[config.mk]
export PLATFORM = sky130hd
export DESIGN_NAME = led_seq_ctrl
export DESIGN_NICKNAME = d
export VERILOG_FILES = /design/src/rtl/led_seq_ctrl.sv
export SDC_FILE = /design/constraint.sdc
export NUM_CORES = 1
export LEC_CHECK = 0
export ABC_AREA = 1
export CAP_MARGIN = 5
export CORE_ASPECT_RATIO = 1.25
export CORE_UTILIZATION = 35
export DETAILED_ROUTE_END_ITERATION = 12
export PLACE_DENSITY = 0.6
export RECOVER_POWER = 100
export SLEW_MARGIN = 5
export SYNTH_ARGS = -nofsm -noshare
export SYNTH_HDL_FRONTEND = slang
export SYNTH_SLANG_ARGS = --single-unit
[constraint.sdc]
create_clock -name clk -period 2.3 [get_ports clk]
set_input_delay 0.46 -clock clk [delete_from_list [all_inputs] [get_ports clk]]
set_output_delay 0.46 -clock clk [all_outputs]
set_load 0.05 [all_outputs]
[src/rtl/led_seq_ctrl.sv]
// led_seq_ctrl: IDLE/RUN/PAUSE sequencer for the 4-LED chaser.
// Drives a one-hot LED vector, the 2-bit LED index, a running flag and a
// one-cycle tick on every automatic advance. Dwell is BASE_DIV >> speed_sel.
// Optional build macro: LED_SEQ_BOUNCE_EN selects ping-pong sequencing
// (0-1-2-3-2-1-0-...) using an internal direction register loaded on start.
module led_seq_ctrl #(
    parameter int BASE_DIV = 12_500_000,
    parameter int DIV_W    = 25
) (
    input  logic       clk,
    input  logic       rst,
    input  logic       start,
    input  logic       stop,
    input  logic       step,
    input  logic       dir,
    input  logic [1:0] speed_sel,
    output logic [3:0] led,
    output logic [1:0] led_idx,
    output logic       running,
    output logic       tick
);

    typedef enum logic [1:0] {
        ST_IDLE  = 2'd0,
        ST_RUN   = 2'd1,
        ST_PAUSE = 2'd2
    } state_t;

    localparam logic [DIV_W-1:0] BASE_DIV_C = DIV_W'(BASE_DIV);

    state_t           r_state;
    logic [DIV_W-1:0] r_cnt;
    logic [1:0]       r_idx;
    logic [3:0]       r_led;
    logic             r_running;
    logic             r_tick;

    state_t           w_state_nxt;
    logic [DIV_W-1:0] w_cnt_nxt;
    logic [1:0]       w_idx_nxt;
    logic [3:0]       w_led_nxt;
    logic             w_running_nxt;
    logic             w_tick_nxt;

    logic [DIV_W-1:0] w_dwell;
    logic [DIV_W-1:0] w_dwell_m1;
    logic             w_dwell_done;
    logic             w_adv_dir;
    logic [1:0]       w_adv_idx;

`ifdef LED_SEQ_BOUNCE_EN
    logic             r_dir;
    logic             w_dir_nxt;
    logic             w_adv_flip;
`endif

    // Dwell length and advance target, recomputed every cycle
    always_comb begin
        w_dwell      = BASE_DIV_C >> speed_sel;
        w_dwell_m1   = w_dwell - 1'b1;
        // >= rather than == so a shortened dwell can never be overrun
        w_dwell_done = (r_cnt >= w_dwell_m1);
`ifdef LED_SEQ_BOUNCE_EN
        w_adv_dir    = r_dir;
`else
        w_adv_dir    = dir;
`endif
        w_adv_idx    = w_adv_dir ? (r_idx - 2'd1) : (r_idx + 2'd1);
`ifdef LED_SEQ_BOUNCE_EN
        w_adv_flip   = (!w_adv_dir && (w_adv_idx == 2'd3)) ||
                       ( w_adv_dir && (w_adv_idx == 2'd0));
`endif
    end

    // Next-state and next-output logic; stop > start > step
    always_comb begin
        w_state_nxt = r_state;
        w_cnt_nxt   = r_cnt;
        w_idx_nxt   = r_idx;
        w_tick_nxt  = 1'b0;
`ifdef LED_SEQ_BOUNCE_EN
        w_dir_nxt   = r_dir;
`endif
        unique case (r_state)
            ST_IDLE: begin
                // a coincident stop outranks start, and stop is a no-op here
                if (start && !stop) begin
                    w_state_nxt = ST_RUN;
                    w_cnt_nxt   = '0;
                    w_idx_nxt   = 2'd0;
`ifdef LED_SEQ_BOUNCE_EN
                    w_dir_nxt   = dir;
`endif
                end
            end
            ST_RUN: begin
                if (stop) begin
                    w_state_nxt = ST_PAUSE;
                end else if (w_dwell_done) begin
                    w_cnt_nxt  = '0;
                    w_tick_nxt = 1'b1;
                    w_idx_nxt  = w_adv_idx;
`ifdef LED_SEQ_BOUNCE_EN
                    if (w_adv_flip) w_dir_nxt = ~r_dir;
`endif
                end else begin
                    w_cnt_nxt = r_cnt + 1'b1;
                end
            end
            ST_PAUSE: begin
                if (stop) begin
                    w_state_nxt = ST_IDLE;
                    w_cnt_nxt   = '0;
                    w_idx_nxt   = 2'd0;
                end else if (start) begin
                    w_state_nxt = ST_RUN;
                end else if (step) begin
                    w_idx_nxt = w_adv_idx;
`ifdef LED_SEQ_BOUNCE_EN
                    if (w_adv_flip) w_dir_nxt = ~r_dir;
`endif
                end
            end
            default: begin
                w_state_nxt = ST_IDLE;
                w_cnt_nxt   = '0;
                w_idx_nxt   = 2'd0;
            end
        endcase

        // outputs are decoded from the next state so they register together
        w_led_nxt     = (w_state_nxt == ST_IDLE) ? 4'b0000 : (4'b0001 << w_idx_nxt);
        w_running_nxt = (w_state_nxt == ST_RUN);
    end

    // State and output registers, asynchronous active-low reset
    always_ff @(posedge clk or negedge rst) begin
        if (!rst) begin
            r_state   <= ST_IDLE;
            r_cnt     <= '0;
            r_idx     <= 2'd0;
            r_led     <= 4'b0000;
            r_running <= 1'b0;
            r_tick    <= 1'b0;
        end else begin
            r_state   <= w_state_nxt;
            r_cnt     <= w_cnt_nxt;
            r_idx     <= w_idx_nxt;
            r_led     <= w_led_nxt;
            r_running <= w_running_nxt;
            r_tick    <= w_tick_nxt;
        end
    end

`ifdef LED_SEQ_BOUNCE_EN
    // Ping-pong direction register
    always_ff @(posedge clk or negedge rst) begin
        if (!rst) r_dir <= 1'b0;
        else      r_dir <= w_dir_nxt;
    end
`endif

    assign led     = r_led;
    assign led_idx = r_idx;
    assign running = r_running;
    assign tick    = r_tick;

endmodule
==> results of run 1 <==
## worst register-to-register path, delay by kind of cell, from the launching register on
kind	cells	cell delay (ps)
AO/OA/AOI/OAI	2	300
flip-flops	1	470
buffers and inverters	4	550
AND/OR/NAND/NOR	5	460
adder cells (fa/ha/maj)	1	290
## area by class of cell
type | count | area share
Sequential cell | 35 | 0.238
Multi-Input combinational cell | 282 | 0.506
Clock buffer | 6 | 0.0197
Timing Repair Buffer | 59 | 0.148
Tap cell | 95 | 0.0323
Inverter | 55 | 0.0567
## sequential cells by signal, indices dropped and copies added, names as in the netlist
| signal | flops |
|---|---|
| led_idx | 2 |
| running | 1 |
| tick | 1 |
| led | 4 |
| r_state | 2 |
| r_cnt | 25 |
## kinds of logic (layout without fill, tap and decap cells)
| logic type | after synthesis | after routing | synth area share |
|---|---|---|---|
| xor gates and xnor gates | 10 | 10 | 0.0308 |
| DFF | 35 | 35 | 0.308 |
| other | 2 | 3 | 0.00264 |
| AOI/OAI and AO/OA | 44 | 44 | 0.103 |
| buffers and inverters | 62 | 120 | 0.0941 |
| adders and majority gates | 20 | 20 | 0.0880 |
| and+or+nand+nor | 204 | 205 | 0.373 |
## cell usage after synthesis, types with 3 or more instances
cell type	number
nand2_1	93
inv_1	52
dfrtp_1	35
nor2_1	29
ha_1	20
nand3_1	18
nand4_1	17
nand3_2	16
o21ai_0	12
a21oi_1	8
nor3_1	8
xor2_1	7
nor4_1	6
o21ai_2	6
nand2_2	4
o31ai_1	4
a21oi_2	3
buf_6	3
inv_2	3
nor2_4	3
o41ai_1	3
xnor2_1	3
## how the worst max path moves through the flow
stage	end	slack [ps]	cells after the start
detailed placement	led[2]	-820	18
floorplan	led[3]	10	18
global placement	led[2]	-800	17
CTS	r_cnt[0]	9	16
finish	r_cnt[0]	120	17
global route	r_cnt[0]	-10	17
## per-layer routing
layer | vias to the layer above | routed length [um] | part of all wire
met1 | 1231 | 3190 | 0.42
met4 | 0 | 246 | 0.032
li1 | 1376 | - | -
met2 | 63 | 3890 | 0.51
met5 | - | 0 | 0
met3 | 19 | 274 | 0.036
## where the power goes
group          total, mW  internal [mW]  leakage [nW]  switching, mW
registers          0.683          0.646         0.482         0.0369
clock network      0.404          0.201        0.0371          0.203
logic              0.381          0.145          1.22          0.236
total               1.47          0.992          1.74          0.476
## stage by stage
step | setup WS [ps] | instances | cell area (sq um)
detailed placement | -823 | 514 | 3360
finish | 116 | 532 | 3680
global placement | -804 | 514 | 3360
global route | -11.2 | 532 | 3680
floorplan | 12.4 | 378 | 2890
CTS | 9.30 | 526 | 3590
## timing repair
action,in CTS,in global routing
setup buffers,5,7
endpoints found under the setup margin,32,26
hold buffers,0,0
gates cloned,1,0
resized for setup,25,19
pin swaps,8,21
==> results.toml, run 1 <==
[floorplanning]
core-area_sq_um = 7840
ios = 16
die_h_um = 103
dieArea_sq_um = 8500
placementRows = 36
fp.dieW_um = 82.6
initial_core_util = 0.363

[clock_network]
cts_made_buffers = 5
tritoncts = "yes"
clock_sinks = 35
cts_max_path_buffers = 2
path_clk_slew_ps = 60
htree_levels = 2
cts_root_buf = "clkbuf_8"
clk_latency_ps = 290

[final_layout]
fin_util = 0.470
drive_gt1_frac = 0.272
nFillCells = 782
final_common_cell = "nand2_1"
fin_nets = 466
multiInputGateArea_sq_um = 1860
syn_to_final_growth_pct = 29.5
n_antenna_cell = 0
mostFrequentLayoutCells = "nand2_1 (88), inv_1 (49), dfrtp_1 (35), buf_4 (35), nor2_1 (24)"
seq_area_sq_um = 876

[outcome]
violations = "max-capacitance violations, max-slew violations"
outcome = "complete, but fails checks"

[sta]
fmax_mhz = 458
report.final.setup_viol = 0
whs_ps = 543
fin_tns_setup_ps = 0
fin_crit_sh = 0.950
worst-slew-pin-transition_ps = 1870
fin_crit_ps = 2180
slew_headroom = -0.250
slew_violations = 36
clock_skew_ps = 10.6
hold_viol = 0

[worst_setup_path]
cp-startpoint = "speed_sel[1]"
critPathCaptureType = "flip-flop"
path_delay_family = "buffers and inverters"
cp_cell_sequence = "buf_6, buf_8, nor2_4, inv_2, buf_6, ha_4, a21oi_2, nand2_1, nand2_1, nand3_2, nand3_2, nand4_4, buf_12, nor2_8, buf_12, nor2_1, a21oi_1"
crit_arrival_ps = 2400
path_max_fanout = 6
regToRegStartpoint = "r_cnt[23]"
critPathSlowestCell = "ha_4"
critPathKind = "in2reg"
r2r_slack_ps = 160
critical-path-max-stage-delay_ps = 240
reg2reg_to = "r_cnt[0]"
path_buf_inv = 6
cp.required_ps = 2510
worstRegToRegCells = 12
startpoint_type = "input pin"

[global_routing]
grt_pass1_wl_mm = 12.2
grt_max_degree = 36
grt_util_met3 = 0.0345
grt_pass1_vias = 2677
grtUsageTotal = 0.193
top_usage_layer = "met2"
met2_usage = 0.349
grt-ovfl-total = 0
antenna_found_initial = 0
gr-usage-met1 = 0.213

[power]
p_leak_nw = 1.74
finalPower_mw = 1.47
power.density_nw_per_um2 = 398
peakVddDrop_mv = 0.397

[route]
detail-route-antenna-nets = 0
totalWireLength_mm = 7.61
dr.pass1.iters = 6
drt_iter0_drc = 140
viasPerCell = 5.05
wl_per_cell_um = 14.3
post-route-drc-count = 0
vias = 2689

[synth]
ys_types = 41
synth-edff-count = 0
yosys.area.top_type = "dfrtp_1"
synthFlopType = "dfrtp_1"
synthTopCellsByArea = "dfrtp_1 (31%), nand2_1 (12%), ha_1 (8.8%), inv_1 (6.9%), nand3_2 (5.6%)"
yosysSeqAreaShare = 0.308
ys_seq_elements = 35
yosysWarnings = 0
avgSynthCellArea_sq_um = 7.55
async_flop_share = 1.00
yosysTopAreaCellShare = 0.308
synthCells = 377
synth_area_sq_um = 2850

[min_path]
hp-start = "r_state[0]"
holdCritPathClass = "reg2reg"
min_to = "running"
whs_path_depth = 1

[placement]
gp_congestion = 0.866
portBuffers = 15
dp_hpwl_mm = 5.82

[run]
cap_violations = 1
(Power assumes the default switching activity.)
==> inputs of run 2 (changes only) <==
CORE_MARGIN = 2   (was default)
==> run 2 against run 1 <==
Compared with the run above: the run still ends with max-capacitance violations, max-slew violations left; wire length is 3.0% higher; non-clock buffer count stayed put; power is 13% higher.
==> results.toml, run 2 (same netlist as run 1, synthesis figures left out) <==
[placement]
dp_hpwl_mm = 5.92
dpl.cell_count = 514
portBuffers = 15
gp_congestion = 0.912

[clock_network]
htree_levels = 2
cts_made_buffers = 5
tritoncts = "yes"
cts_root_buf = "clkbuf_8"
path_clk_slew_ps = 70
clock_sinks = 35
cts_max_path_buffers = 2
clk_latency_ps = 280

[worst_setup_path]
cp_cell_sequence = "buf_8, buf_8, nor2_4, inv_2, ha_4, nand2_2, nor2_2, nand4_1, nor2_2, nand3_2, nand4_4, nor2_8, buf_12, buf_6, a22o_1"
r2r_slack_ps = 180
critical-path-max-stage-delay_ps = 280
path_delay_family = "simple AND/OR/NAND/NOR gates"
path_max_fanout = 6
critPathKind = "in2reg"
critPathCaptureType = "flip-flop"
startpoint_type = "input pin"
critPathSlowestCell = "ha_4"
crit_arrival_ps = 2390
path_buf_inv = 5
cp.required_ps = 2470

[route]
dr.pass1.iters = 5
post-route-drc-count = 0
wl_per_cell_um = 14.7
drt_iter0_drc = 144
vias = 2778
totalWireLength_mm = 7.83
detail-route-antenna-nets = 0
viasPerCell = 5.21

[power]
power.density_nw_per_um2 = 441
peakVddDrop_mv = 0.378
p_leak_nw = 1.76
switching_share = 0.306
seq_power_share = 0.414
p_sw_mw = 0.506
power.share.clock = 0.346
finalPower_mw = 1.66
intPower_mw = 1.15
comb_power_share = 0.240

[global_routing]
grt_max_degree = 36
grtUsageTotal = 0.179
grt-ovfl-total = 0
antenna_found_initial = 0
grt_pass1_wl_mm = 12.7
grt_pass1_vias = 2718

[sta]
rsz0062_at_grt = "true"
fin_crit_sh = 0.963
worst-slew-pin-transition_ps = 1940
hold_viol = 0
whs_ps = 537
clock_skew_ps = 7.26
fmax_mhz = 451
slew_violations = 36
slew_headroom = -0.294
fin_crit_ps = 2220
report.final.setup_viol = 0
fin_tns_setup_ps = 0

[final_layout]
stdcell_count = 533
multiInputGateArea_sq_um = 1900
seq_area_sq_um = 876
n_antenna_cell = 0
fin_util = 0.479
final_common_cell = "nand2_1"
largest_register = "r_cnt"
syn_to_final_growth_pct = 32.0
largest_reg_flops = 25
drive_gt1_frac = 0.290
mostFrequentLayoutCells = "nand2_1 (88), inv_1 (47), buf_4 (37)"
fin_nets = 465
nFillCells = 767

[floorplanning]
ios = 16
core-area_sq_um = 7840
dieArea_sq_um = 8870
placementRows = 36
die_h_um = 105
fp.dieW_um = 84.6
initial_core_util = 0.363

[run]
cap_violations = 1

[outcome]
outcome = "complete, but fails checks"
violations = "max-capacitance violations, max-slew violations"

[min_path]
holdCritPathClass = "reg2reg"
-- run 2: layout make-up --
cell class / instances / area share
Inverter: 55 / 0.0556
Timing Repair Buffer: 59 / 0.141
Multi-Input combinational cell: 281 / 0.507
Sequential cell: 35 / 0.233
Tap cell: 95 / 0.0316
Clock buffer: 6 / 0.0220
Clock inverter: 2 / 0.00933
-- run 2: power by group through the flow --
| stage | Combinational [mW] | Sequential, mW | Clock (mW) |
|---|---|---|---|
| global placement | 0.348 | 0.694 | 0 |
| CTS | 0.371 | 0.683 | 0.594 |
| global route | 0.436 | 0.689 | 0.613 |
| detailed placement | 0.353 | 0.694 | 0 |
| finish | 0.398 | 0.685 | 0.573 |
| floorplan | 0.191 | 0.726 | 0 |
-- run 2: path summary, 6_finish.rpt --
| kind | from | to | cells after the start |
|---|---|---|---|
| hold reg to reg | r_state[0] | running | 1 |
| hold / removal | r_state[0] | running | 1 |
| min in group asynchronous | rst | led[2] | 1 |
| setup reg to reg | r_cnt[14] | r_cnt[14] | 12 |
| setup / recovery | speed_sel[1] | r_cnt[14] | 15 |
| max in group asynchronous | rst | r_cnt[13] | 1 |
-- run 2: layer usage --
layer	global-route usage	part of all wire	vias to the layer above
met5	0	0	-
li1	-	-	1382
met1	0.217	0.41	1304
met4	0.0669	0.026	0
met3	0.0197	0.038	16
met2	0.321	0.53	76
-- run 2: repair_timing --
item / 4_1_cts / 5_1_grt
setup endpoints to repair: 32 / 32
hold buffers: 0 / 0
resized for setup: 24 / 30
buffers inserted: 6 / 6
pin swaps: 12 / 18
-- run 2: stage by stage --
stage	worst slack, ps	instance area [sq um]
finish	84.1	3760
global route	-25.1	3760
CTS	2.59	3600
detailed placement	-840	3360
global placement	-765	3360
floorplan	12.4	2890
